--- config.mk ---
export PLATFORM = sky130hd
export DESIGN_NAME = universal_shift_reg
export DESIGN_NICKNAME = d
export VERILOG_FILES = /design/src/rtl/shift_reg_pkg.sv /design/src/rtl/dff_cell.sv /design/src/rtl/universal_shift_reg.sv
export SDC_FILE = /design/constraint.sdc
export NUM_CORES = 1
export LEC_CHECK = 0
export CORE_AREA = 2 2 47 49
export DETAILED_ROUTE_END_ITERATION = 12
export DIE_AREA = 0 0 49 51
export MAX_ROUTING_LAYER = met4
export PLACE_DENSITY = 0.77
export REMOVE_ABC_BUFFERS = 1
export SLEW_MARGIN = 40
export SYNTH_ARGS = -nofsm -noshare
export SYNTH_HDL_FRONTEND = slang
export SYNTH_SLANG_ARGS = --single-unit
export TNS_END_PERCENT = 20
--- constraint.sdc ---
create_clock -name clk -period 1.6 [get_ports clk]
set_clock_uncertainty 0.15 [all_clocks]
set_input_delay 0.32 -clock clk [delete_from_list [all_inputs] [get_ports clk]]
set_output_delay 0.32 -clock clk [all_outputs]
set_load 0.01 [all_outputs]
--- src/rtl/shift_reg_pkg.sv ---
// Shared mode encoding for the universal shift register.
package shift_reg_pkg;

   localparam int unsigned MODE_W = 3;

   typedef enum logic [MODE_W-1:0] {
      HOLD = 3'b000,
      LOAD = 3'b001,
      SHL  = 3'b010,
      SHR  = 3'b011,
      ROL  = 3'b100,
      ROR  = 3'b101,
      ASR  = 3'b110,
      CLR  = 3'b111
   } mode_e;

endpackage

--- src/rtl/dff_cell.sv ---
// One-bit D flip-flop with synchronous active-low reset to INIT and a complement output.
module dff_cell #(
   parameter bit INIT = 1'b0
) (
   input  logic clk,
   input  logic rst_n,
   input  logic d,
   output logic q,
   output logic notq
);

   logic q_q;

   always_ff @(posedge clk) begin
      if (!rst_n) begin
         q_q <= INIT;
      end else begin
         q_q <= d;
      end
   end

   assign q    = q_q;
   // Derived from the same flop so notq can never lag q.
   assign notq = ~q_q;

endmodule

--- src/rtl/universal_shift_reg.sv ---
// Universal shift register: hold/load/shift/rotate/arith-shift/clear, one operation per cycle.
module universal_shift_reg
   import shift_reg_pkg::*;
#(
   parameter int unsigned          WIDTH       = 8,
   parameter logic [WIDTH-1:0]     RESET_VALUE = '0
) (
   input  logic              clk,
   input  logic              rst_n,
   input  logic              en,
   input  logic [MODE_W-1:0] mode,
   input  logic [WIDTH-1:0]  d,
   input  logic              sin_l,
   input  logic              sin_r,
   output logic [WIDTH-1:0]  q,
   output logic [WIDTH-1:0]  notq,
   output logic              sout_l,
   output logic              sout_r
);

   mode_e            op;
   logic [WIDTH-1:0] q_d;

   assign op = en ? mode_e'(mode) : HOLD;

   always_comb begin
      q_d = q;
      unique case (op)
         HOLD:    q_d = q;
         LOAD:    q_d = d;
         SHL:     q_d = {q[WIDTH-2:0], sin_l};
         SHR:     q_d = {sin_r, q[WIDTH-1:1]};
         ROL:     q_d = {q[WIDTH-2:0], q[WIDTH-1]};
         ROR:     q_d = {q[0], q[WIDTH-1:1]};
         ASR:     q_d = {q[WIDTH-1], q[WIDTH-1:1]};
         CLR:     q_d = '0;
         default: q_d = q;
      endcase
   end

   for (genvar i = 0; i < WIDTH; i++) begin : g_cell
      dff_cell #(
         .INIT (RESET_VALUE[i])
      ) u_cell (
         .clk   (clk),
         .rst_n (rst_n),
         .d     (q_d[i]),
         .q     (q[i]),
         .notq  (notq[i])
      );
   end

   assign sout_l = q[WIDTH-1];
   assign sout_r = q[0];

endmodule

==> run summary <==
Status = finished, final reports clean
Hold Vio Cnt, Final = 0
Area grow syn2layout = 46.4%
Synth cell types = 31
Global-route wire length before repair = 3480 µm
Initial DRT Pass Iterations = 4
Static leakage = 0.539 nW
Worst-margin pin slew = 0.354 ns
Slew Viols, Final = 0
Max FFs per register = 8
CTS Buf Count = 3
CTS H-tree lvls = 1
Comb pwr share = 0.406
Maximum vdd drop = 246 µV
Gpl congestion = 0.870
Syn avg cell area = 7.81 µm²
Vias in the first global route = 757
Clock latency on the worst-skew pair = 0.26 ns
NumNets Final = 150
Net load switching power = 0.000223 W
Post-synthesis instance total = 104
Reg power frac = 0.355
Initial core utilization = 0.394
Gr usage total = 0.186
1st-iter DRT viols = 13
Worst path max stage delay = 0.43 ns
Largest net degree at the start of global routing = 13
Register area share after synthesis = 0.197
# diodes = 0
Critical path data arrival time = 1.06 ns
# clock sinks = 8
Final period util = 0.955
Setup Buffers After CTS = 0
Clk network pwr share = 0.240
Post-Layout Inst Area = 1190 µm²
Core ar. = 2060 µm²
Die X = 49 µm
Die height = 51 µm
Synth Register Bits = 8
Cell row count = 17
Fin cells = 160
DR vias = 825
Worst hold-check path type = reg -> reg
Routed WL = 2110 µm
CTS max path bufs = 2
CTS tree = yes
Initial antenna violation count = 0
Sw frac = 0.329
Post-DP Area = 1130 µm²
Total congestion overflow = 0
Setup crit end kind = primary output
Hpwl dp = 1570 µm
Fmax = 655 MHz
Headroom to the max-slew limit = 0.764
Setup repair after global routing missed its margin = true
Minimum clock period = 1.53 ns
Clock transition at path regs = 0.06 ns
IO Count = 34
Setup TNS = 0 ns
Setup crit start kind = flip-flop
CP bufs+invs = 2
Layout cells sized above 1 = 0.280
Die ar. = 2500 µm²
Cell internal pwr = 0.000454 W
Worst path cell trace = inv_1, dlygate4sd2_1
Kind of cell adding the most delay to the critical path = flip-flops
Mapped Area = 812 µm²
Routed vias/inst = 5.16
Critical Path RT = 1.13 ns
CP max FO = 5
CTS Root Cell = clkbuf_4
PD cells = 569 nW/µm²
Routed WL per cell = 13.2 µm
Syn. warnings = 0
Max Cap Viol = 0
Classification of the worst setup path = reg -> out
Final hold slack = 0.379 ns
Setup violations, final = 0
Crit-path slowest cell = dfxtp_1
DRC = 0
Placed Cells = 156
Final antenna-violating net count = 0
Fin util = 0.576
Port buffer count = 33
==> worst reg2reg max path, delay by kind of cell (launching register included) <==
kind,cells,cell delay [ns]
AO/OA/AOI/OAI,2,0.34
AND/OR/NAND/NOR,1,0.15
flip-flops,1,0.36
multiplexers,1,0.33
==> power by group through the flow <==
stage | sequential, W | clock (W) | combinational (W)
floorplan | 0.000244 | 0 | 0.000102
global placement | 0.000240 | 0 | 0.000275
detailed placement | 0.000241 | 0 | 0.000281
CTS | 0.000240 | 0.000161 | 0.000269
global route | 0.000243 | 0.000174 | 0.000297
finish | 0.000240 | 0.000162 | 0.000275
==> cell families (layout without fill, tap and decap cells) <==
logic type / count (synthesis) / in the layout / synth area share
AOI/OAI and AO/OA: 27 / 27 / 0.262
xor gates and xnor gates: 2 / 2 / 0.0216
buffers and inverters: 32 / 60 / 0.248
DFF: 8 / 8 / 0.197
muxes: 6 / 6 / 0.100
and+or+nand+nor: 29 / 29 / 0.171
==> cells in the mapped netlist <==
cell       number  area, µm²
o31ai_1         7       52.6
o311a_1         1       10.0
buf_4          19        143
nand2_1        12       45.0
inv_1           9       33.8
buf_6           1       11.3
a2bb2oi_1       1       8.76
a221oi_1        4       35.0
nand2_2         1       6.26
o21ai_1         2       10.0
buf_2           2       10.0
o21ai_0         3       15.0
a21oi_1         3       15.0
a31oi_1         1       6.26
xor2_1          1       8.76
nor2_1          6       22.5
a211oi_1        1       7.51
buf_1           1       3.75
o21a_1          1       7.51
nand2b_1        1       6.26
mux2_1          1       11.3
mux2i_1         1       10.0
a221oi_2        1       15.0
xnor2_1         1       8.76
mux2_4          4       60.1
dfxtp_1         8        160
o31ai_4         1       21.3
and2_1          5       31.3
nand3_1         3       15.0
and3b_4         1       12.5
a311oi_1        1       8.76
==> placed cells by master (no fill, tap or decap), drive strengths merged, types with 2 or more instances in the layout <==
cell            n
nor2            6
nand3           3
clkdlybuf4s50  11
a21oi           3
nand2          13
dlygate4sd2    20
o21ai           5
buf            15
o31ai           8
inv             9
a221oi          5
dfxtp           8
dlymetal6s2s    2
mux2            5
clkbuf          3
and2            5
==> metrics by stage <==
step,power (W),setup WS (ns)
floorplan,0.000346,0.177
global placement,0.000515,-0.451
detailed placement,0.000523,-0.496
CTS,0.000671,-0.0525
global route,0.000714,-0.0108
finish,0.000677,0.0725
==> metal layers <==
metal | part of all wire | up-vias | global-route usage
met4 | 0.0081 | 0 | 0.0571
li1 | - | 403 | -
met3 | 0.053 | 2 | 0.0234
met1 | 0.43 | 384 | 0.214
met5 | 0 | - | -
met2 | 0.51 | 36 | 0.338
==> repair_timing <==
| action | in CTS | in global routing |
|---|---|---|
| gates resized for setup | 32 | 4 |
| pin swaps | 4 | 1 |
| gates cloned | 1 | 0 |
| hold buffers | 0 | 0 |
| setup endpoints to repair | 26 | 4 |
==> cell type report <==
type                       instances  area (µm²)
timing repair buffer              48         440
multi-input combinational         64         489
sequential                         8         168
fill                             197         875
inverter                           9        33.8
clock buffer                       3        22.5
tap                               28        35.0
==> final timing paths <==
kind	slack, ns	endpoint	cells after the start	start
min	0.38	g_cell[7].u_cell.q	2	g_cell[7].u_cell.q
max reg2reg	0.17	g_cell[4].u_cell.q	4	g_cell[3].u_cell.q
max	0.07	notq[3]	2	g_cell[3].u_cell.q
min reg2reg	0.38	g_cell[7].u_cell.q	2	g_cell[7].u_cell.q
Note: power is estimated with default switching activity, not from simulation.
